<file path="src/rtl/pnr_discriminator.sv">
// Photon-number-resolving discriminator: windows the ADC sample stream between trigger and the
// rising edge of delayed_trigger, then bins the sample (or window peak) against NLEV thresholds.
module pnr_discriminator #(
    parameter int DW      = 14,
    parameter int NLEV    = 8,
    parameter int CW      = 4,
    parameter int MAX_WIN = 1024
) (
    input  logic                   ADC_CLK,
    input  logic                   rstn_i,
    input  logic                   trigger,
    input  logic                   delayed_trigger,
    input  logic signed [DW-1:0]   pnr_source_sig,
    input  logic [NLEV*DW-1:0]     thresholds,
    input  logic                   peak_mode,
    input  logic                   clr_err,
    output logic [NLEV:0]          photon_onehot,
    output logic [CW-1:0]          photon_num,
    output logic                   result_valid,
    output logic                   busy,
    output logic                   err_orphan,
    output logic                   err_timeout,
    output logic [31:0]            result_cnt
);

    localparam int WCW = $clog2(MAX_WIN);

    typedef enum logic [1:0] {
        S_IDLE,
        S_WINDOW,
        S_EVAL
    } state_t;

    state_t                r_state;
    state_t                w_state_nxt;

    logic signed [DW-1:0]  r_sample_q;
    logic                  r_dt_q;
    logic signed [DW-1:0]  r_peak;
    logic signed [DW-1:0]  r_eval_val;
    logic [WCW-1:0]        r_win_cnt;
    logic [NLEV:0]         r_onehot;
    logic [CW-1:0]         r_num;
    logic                  r_valid;
    logic                  r_err_orphan;
    logic                  r_err_timeout;
    logic [31:0]           r_result_cnt;

    logic                  w_ce;
    logic                  w_open;
    logic                  w_close;
    logic                  w_timeout;
    logic                  w_orphan;
    logic                  w_eval;
    logic signed [DW-1:0]  w_peak_max;
    logic signed [DW-1:0]  w_thr [NLEV];
    logic [CW-1:0]         w_count;
    logic [NLEV:0]         w_onehot;

    // Close request is an edge on a plain data input; the previous level lives in r_dt_q.
    assign w_ce       = delayed_trigger & ~r_dt_q;
    assign w_peak_max = (r_sample_q > r_peak) ? r_sample_q : r_peak;

    for (genvar g = 0; g < NLEV; g++) begin : g_thr
        assign w_thr[g] = $signed(thresholds[g*DW +: DW]);
    end

    // Count-based binning keeps the result one-hot even if thresholds are out of order.
    always_comb begin
        // NOTE: every combinational output gets a default first so no latch is inferred.
        w_count = '0;
        for (int i = 0; i < NLEV; i++) begin
            if (w_thr[i] < r_eval_val) begin
                w_count = w_count + CW'(1);
            end
        end
        w_onehot = (NLEV + 1)'(1) << w_count;
    end

    always_ff @(posedge ADC_CLK or negedge rstn_i) begin
        if (!rstn_i) begin
            r_state <= S_IDLE;
        end else begin
            // NOTE: sequential state is always updated with non-blocking assignments.
            r_state <= w_state_nxt;
        end
    end

    always_comb begin
        w_state_nxt = r_state;
        w_open      = 1'b0;
        w_close     = 1'b0;
        w_timeout   = 1'b0;
        w_orphan    = 1'b0;
        w_eval      = 1'b0;
        case (r_state)
            S_IDLE: begin
                if (trigger) begin
                    w_open      = 1'b1;
                    w_state_nxt = S_WINDOW;
                end else if (w_ce) begin
                    w_orphan = 1'b1;
                end
            end
            S_WINDOW: begin
                // Close beats a coincident re-trigger; timeout only when neither arrives.
                if (w_ce) begin
                    w_close     = 1'b1;
                    w_state_nxt = S_EVAL;
                end else if (trigger) begin
                    w_open = 1'b1;
                end else if (r_win_cnt == WCW'(MAX_WIN - 1)) begin
                    w_timeout   = 1'b1;
                    w_state_nxt = S_IDLE;
                end
            end
            S_EVAL: begin
                w_eval      = 1'b1;
                w_state_nxt = S_IDLE;
            end
            default: begin
                w_state_nxt = S_IDLE;
            end
        endcase
    end

    always_ff @(posedge ADC_CLK or negedge rstn_i) begin
        if (!rstn_i) begin
            r_sample_q <= '0;
            r_dt_q     <= 1'b0;
            r_peak     <= '0;
            r_win_cnt  <= '0;
            r_eval_val <= '0;
        end else begin
            r_sample_q <= pnr_source_sig;
            r_dt_q     <= delayed_trigger;
            if (w_open) begin
                r_peak    <= r_sample_q;
                r_win_cnt <= '0;
            end else if (r_state == S_WINDOW) begin
                r_peak    <= w_peak_max;
                r_win_cnt <= r_win_cnt + WCW'(1);
            end
            if (w_close) begin
                r_eval_val <= peak_mode ? w_peak_max : r_sample_q;
            end
        end
    end

    always_ff @(posedge ADC_CLK or negedge rstn_i) begin
        if (!rstn_i) begin
            r_onehot     <= '0;
            r_num        <= '0;
            r_valid      <= 1'b0;
            r_result_cnt <= '0;
        end else begin
            r_valid <= w_eval;
            if (w_eval) begin
                r_onehot     <= w_onehot;
                r_num        <= w_count;
                r_result_cnt <= r_result_cnt + 32'd1;
            end else if (w_open) begin
                r_onehot <= '0;
                r_num    <= '0;
            end
        end
    end

    // Sticky flags: a set event in the same cycle as clr_err wins.
    always_ff @(posedge ADC_CLK or negedge rstn_i) begin
        if (!rstn_i) begin
            r_err_orphan  <= 1'b0;
            r_err_timeout <= 1'b0;
        end else begin
            r_err_orphan  <= w_orphan  | (r_err_orphan  & ~clr_err);
            r_err_timeout <= w_timeout | (r_err_timeout & ~clr_err);
        end
    end

    assign photon_onehot = r_onehot;
    assign photon_num    = r_num;
    assign result_valid  = r_valid;
    assign busy          = (r_state != S_IDLE);
    assign err_orphan    = r_err_orphan;
    assign err_timeout   = r_err_timeout;
    assign result_cnt    = r_result_cnt;

endmodule

</file>
<file path="config.mk">
export PLATFORM = sky130hd
export DESIGN_NAME = pnr_discriminator
export DESIGN_NICKNAME = d
export VERILOG_FILES = /design/src/rtl/pnr_discriminator.sv
export SDC_FILE = /design/constraint.sdc
export NUM_CORES = 1
export LEC_CHECK = 0
export ABC_AREA = 1
export CAP_MARGIN = 20
export CORE_UTILIZATION = 50
export DETAILED_ROUTE_END_ITERATION = 10
export HOLD_SLACK_MARGIN = 0.02
export PLACE_DENSITY = 0.8
export SYNTH_ARGS = -nofsm -noshare
export SYNTH_HDL_FRONTEND = slang
export SYNTH_SLANG_ARGS = --single-unit
</file>
<file path="constraint.sdc">
create_clock -name ADC_CLK -period 6.5 [get_ports ADC_CLK]
set_input_delay 1.3 -clock ADC_CLK [delete_from_list [all_inputs] [get_ports ADC_CLK]]
set_output_delay 1.3 -clock ADC_CLK [all_outputs]
set_load 0.01 [all_outputs]
</file>
## Word level (Yosys, flattened, before mapping)

Index checks and enable logic that the tools add are counted.

- Register bits after elaboration: 103
- Input port bits: 132
- Output and inout port bits: 49
- Word-level logic and storage cells: 84

- Add/sub/neg operators: 9
- Magnitude comparators: 9
- Eq/ne operators: 6
- Shifts and indexed selects: 1
- Multiplexer cells: 35
- Bitwise gates (word level): 7
- Reduce and logical (&&, ||, !) cells: 5

Operators with widths:

| cell | number |
|---|---|
| $lt A14 B14 Y1 | 8 |
| $mux W14 | 4 |
| $mux W4 | 9 |
| $add A32 B1 Y32 const B | 1 |
| $add A4 B1 Y4 const B | 7 |
| $mux W10 | 2 |
| $mux W9 | 2 |
| $gt A14 B14 Y1 | 1 |
| $mux W1 | 12 |
| $add A10 B1 Y10 const B | 1 |
| $eq A10 B10 Y1 const B | 1 |
| $shl A1 B4 Y9 const A | 1 |
| $mux W2 | 4 |
| $ne A3 B3 Y1 const B | 2 |
| $reduce_bool A2 Y1 | 3 |
| $pmux W2 S2 | 1 |
| $and A1 B1 Y1 | 3 |
| $reduce_and A3 Y1 | 1 |
| $eq A2 B1 Y1 const B | 1 |
| $eq A2 B2 Y1 const B | 1 |
| $logic_not A2 Y1 | 1 |
| $ne A2 B2 Y1 const B | 1 |
| $not A1 Y1 | 2 |
| $or A1 B1 Y1 | 2 |
| $pmux W1 S2 | 1 |

## Logic depth before layout (Yosys ltp)

- Word-level depth: 18
- Depth in mapped cells: 37
- Depth with buffers taken out: 37

## Worst setup path before layout

No wires, ideal clock.

- Kind: input port to flip-flop
- Start: input port thresholds[1]
- End: register r_onehot[6], in the netlist photon_onehot[6]
- Setup time: 0.116 ns
- Arrival: 6.082 ns
- Data required time: 6.384 ns
- Setup slack: 0.302 ns
- Cell stages on the path: 35
- Path buffers: 0
- Cell sequence: ha_1 > o21a_1 > o21a_1 > o21a_1 > o21a_1 > o21a_1 > o211ai_1 > o2111ai_1 > xor2_1 > inv_1 > ha_1 > inv_1 > nand3_2 > nand2_2 > ha_1 > nand2_1 > nand2_1 > ha_1 > or2_1 > nand2_1 > inv_1 > ha_1 > nand2_1 > nand2_2 > ha_1 > nand2_1 > nand2_1 > ha_1 > or2_2 > nand2_1 > inv_1 > nand2_1 > nor2_1 > nand2_1 > nand2_1

- Cells in the longest elaborated chain, start to end: 18

RTL lines:

| item | line | source |
|---|---|---|
| start: declaration | 14 | `input logic [NLEV*DW-1:0] thresholds,` |
| $lt A14 B14 Y1 * | 73 | `if (w_thr[i] < r_eval_val) begin` |
| $mux W1 * | 73 |  |
| $add A4 B1 Y4 | 74 | `w_count = w_count + CW'(1);` |
| $mux W4 * | 73 |  |
| $add A4 B1 Y4 | 74 |  |
| $mux W4 * | 73 |  |
| $add A4 B1 Y4 | 74 |  |
| $mux W4 * | 73 |  |
| (+2 left out) | - |  |
| $add A4 B1 Y4 | 74 |  |
| $mux W4 * | 73 |  |
| $add A4 B1 Y4 | 74 |  |
| $mux W4 * | 73 |  |
| $add A4 B1 Y4 | 74 |  |
| $mux W4 * | 73 |  |
| $shl A1 B4 Y9 * | 77 | `w_onehot = (NLEV + 1)'(1) << w_count;` |
| $mux W9 * | 158 | `if (w_eval) begin` |
| end signal: assignment | 159 | `r_onehot <= w_onehot;` |
| end: declaration | 42 | `logic [NLEV:0] r_onehot;` |

Mark *: on every way between the ends. The rest lies on a longest branch, timed or not.
A chain may end at the register's enable or synchronous reset.

## Worst setup path in the final report

- Start: input port thresholds[15]
- End: register r_onehot[6], in the netlist photon_onehot[6]

- Cells in the longest elaborated chain, start to end: 16

RTL lines:

| item | line |
|---|---|
| $lt A14 B14 Y1 * | 73 |
| $mux W4 * | 73 |
| $add A4 B1 Y4 | 74 |
| $mux W4 * | 73 |
| $add A4 B1 Y4 | 74 |
| $mux W4 * | 73 |
| $add A4 B1 Y4 | 74 |
| $mux W4 * | 73 |
| $add A4 B1 Y4 | 74 |
| $mux W4 * | 73 |
| $add A4 B1 Y4 | 74 |
| $mux W4 * | 73 |
| $add A4 B1 Y4 | 74 |
| $mux W4 * | 73 |
| $shl A1 B4 Y9 * | 77 |
| $mux W9 * | 158 |

Marks and branches as above.

==> flow_metrics.env <==
export IMPL_status="completed"
export IMPL_critPathArrivalTime_ns=6.48
export IMPL_grt_total_usage_pct=25.67
export IMPL_synth_top_cell_area_share_pct=32.87
export IMPL_rows=45
export IMPL_ys_flop_type="dfrtp_1"
export IMPL_powerDensity_nw_per_um2=547.3
export IMPL_ctsHtreeMaxLevel=3
export IMPL_reg2reg_slack_ns=1.02
export IMPL_startpoint_type="input port"
export IMPL_setup_tns_ns=0
export IMPL_path_max_fanout=4
export IMPL_firstDrtPassIters=4
export IMPL_coreArea_um2=15260
export IMPL_synth_edf_count=0
export IMPL_hp_start="r_win_cnt[9]"
export IMPL_finalNetCount=1435
export IMPL_netlist_area_um2=7841
export IMPL_drc=0
export IMPL_fmax_mhz=160.7
export IMPL_place_gp_congestion=0.8523
export IMPL_slowest_stage="clkdlybuf4s50_1"
export IMPL_grt_pass1_vias=6935
export IMPL_cts_tree="yes"
export IMPL_wl_per_cell_um=14.30
export IMPL_numCtsBuffers=9
export IMPL_clock_skew_ns=0.009424
export IMPL_async_reset_ff_share_pct=100.0
export IMPL_yosys_cell_types_count=44
export IMPL_wl_mm=19.90
export IMPL_stdcell_area_um2=10390
export IMPL_worstHoldPathType="flop to flop"
export IMPL_cts_sinks=103
export IMPL_cp_slowest_stage_delay_ns=0.40
export IMPL_synth_nets=1238
export IMPL_grt_max_degree=67
export IMPL_setup_viol=0
export IMPL_io_buffer_count=180
export IMPL_fin_util_pct=68.12
export IMPL_dp_hpwl_mm=15.39
export IMPL_diodes=0
export IMPL_die_h_um=127.2
export IMPL_pre_cts_ws_ns=-0.4463
export IMPL_syn_avg_cell_area_um2=8.009
export IMPL_grt_pass1_wl_mm=33.09
export IMPL_total_power_mw=5.689
export IMPL_avgViaCountPerCell=5.174
export IMPL_initial_core_util_pct=51.39
export IMPL_vdd_ir_drop_max_mv=0.3963
export IMPL_ios=181
export IMPL_clk_pin_slew_ns=0.08
export IMPL_die_x_um=127.2
export IMPL_r2r_end="photon_onehot[6]"
export IMPL_postSynthCellCount=979
export IMPL_reg2reg_depth=36
export IMPL_ys_seq_elements=103
export IMPL_slew_headroom_pct=36.48
export IMPL_worst_slack_ns=0.2757
export IMPL_reg2reg_from="r_eval_val[1]"
export IMPL_yosysTopAreaCell="dfrtp_1"
export IMPL_p_leak_nw=5.089
export IMPL_end_kind="flop"
export IMPL_required_ns=6.75
export IMPL_routed_via_count=7202
export IMPL_slew_viol_final=0
export IMPL_post_route_period_util_pct=95.76
export IMPL_cts_root_buf="clkbuf_16"
export IMPL_holdPathEnd="r_win_cnt[9]"
export IMPL_hold_viol=0
export IMPL_hold_buffers=0
export IMPL_worstSetupPathType="input port to flop"
export IMPL_drtIter0Drc=283
export IMPL_cap_violations=0
export IMPL_dpl_cell_area_um2=9963
export IMPL_antenna_found_initial=0
export IMPL_die_area_um2=16190
export IMPL_whs_path_depth=1
export IMPL_synth_seq_area_share_pct=32.87
export IMPL_cts_path_max_buffers=2
export IMPL_ys_warn_count=0
export IMPL_yosys_top_cells_area="dfrtp_1 (33%), ha_1 (20%), nand2_1 (11%)"
export IMPL_final_antenna_net_count=0
export IMPL_worst_pin_slew_ns=0.9498
export IMPL_clk_latency_ns=0.36
export IMPL_grt_overflow_total=0
export IMPL_fin_crit_ns=6.224
export IMPL_area_delta_synth_final_pct=32.55
export IMPL_drive_above_1_share_pct=8.467
-- layout by cell type, fill, tap and decap left out, types with 4 or more instances in the layout --
master           synthesis  final
a21oi_1                 54     54
a22oi_1                 15     15
buf_4                    0     19
clkbuf_16                0      9
clkdlybuf4s50_1          0    178
dfrtp_1                103    103
ha_1                   127    123
ha_4                     0      4
inv_1                  116    113
nand2_1                229    221
nand2_2                 21     25
nand2_4                  2      6
nand3_1                 45     45
nand3_2                  7      6
nand4_1                  6      6
nor2_1                  64     63
nor2_2                   6      6
nor3_1                  12     12
o211ai_1                17     17
o21a_1                  15     15
o21ai_0                 54     53
o21ai_1                  9      9
o31ai_1                  4      4
xnor2_1                 13     13
xor2_1                  19     19
-- power by group --
part           leakage (nW)  switching [mW]  total, mW  internal, mW
logic                  3.61            2.50       4.30          1.80
registers              1.34          0.0812      0.864         0.783
clock network         0.136           0.259      0.528         0.269
total                  5.09            2.84       5.69          2.85
-- through the flow --
stage          hold slack (ns)  instances
6_report                0.4851       1392
5_1_grt                 0.5140       1392
4_1_cts                 0.4828       1390
3_5_place_dp            0.4650       1373
3_3_place_gp            0.4527       1373
2_1_floorplan           0.4330        979
-- cell type report --
cell class / instances / area, um^2
Clock inverter: 7 / 63.81
Clock buffer: 9 / 225.2
Timing Repair Buffer: 198 / 1937
Tap cell: 211 / 264.0
Inverter: 120 / 461.7
Fill cell: 1261 / 4865
Sequential cell: 103 / 2577
Multi-Input combinational cell: 744 / 4865
-- state kept, by name (all words and copies together), names as in the netlist --
signal / flops
err_timeout: 1
photon_onehot: 9
r_eval_val: 14
photon_num: 4
r_peak: 14
result_valid: 1
r_dt_q: 1
err_orphan: 1
r_win_cnt: 10
result_cnt: 32
r_state: 2
r_sample_q: 14
-- worst max path at each step --
| stage | startpoint | end |
|---|---|---|
| after detailed placement | thresholds[1] | photon_onehot[8] |
| final | thresholds[15] | photon_onehot[6] |
| after global routing | thresholds[2] | photon_onehot[6] |
| after floorplan | thresholds[1] | photon_onehot[6] |
| after CTS | thresholds[1] | photon_onehot[7] |
| after global placement | thresholds[1] | photon_onehot[6] |
-- cells in the mapped netlist, types with 2 or more instances --
cell type	instances
nor2_1	64
xor2_1	19
nor3_1	12
nand3_2	7
nor4_1	3
nand3_1	45
a22oi_1	15
or2_2	2
o31ai_1	4
nand2_2	21
o2111ai_1	3
ha_1	127
buf_1	2
nand4_1	6
nand3b_1	3
a21oi_1	54
nor2_2	6
dfrtp_1	103
o21a_1	15
o211ai_1	17
clkbuf_1	9
nand2_4	2
xnor2_1	13
nand2_1	229
o21ai_1	9
inv_1	116
nand4_2	3
o21ai_0	54
-- cell families (layout without fill, tap and decap cells) --
| family | Yosys count | count (layout) | share of synthesized area [%] |
|---|---|---|---|
| compound gates | 175 | 175 | 13.12 |
| xor+xnor | 32 | 32 | 3.574 |
| fa+ha+maj | 127 | 127 | 20.26 |
| buf+inv | 132 | 334 | 6.510 |
| flops | 103 | 103 | 32.87 |
| simple gates | 410 | 410 | 23.66 |
-- what timing repair did --
item,4_1_cts,5_1_grt
cloned,0,0
endpoints found under the hold margin,0,0
pin swaps,4,25
setup endpoints to repair,9,11
gates resized for setup,5,24
setup buffers,1,2
-- critical path, delay by kind of cell --
kind | cells | cell delay (ns)
adders and majority gates | 7 | 1.61
xor gates and xnor gates | 1 | 0.25
buffers and inverters | 4 | 0.65
AOI/OAI and AO/OA | 7 | 1.05
and+or+nand+nor | 16 | 1.56
-- layer usage --
metal | track usage, % | wire [um]
met1 | 33.63 | 9021
met2 | 43.60 | 9456
met3 | 3.518 | 970
met4 | 8.964 | 455
met5 | 0 | 0
No activity file was read; power rests on OpenSTA's default activity.
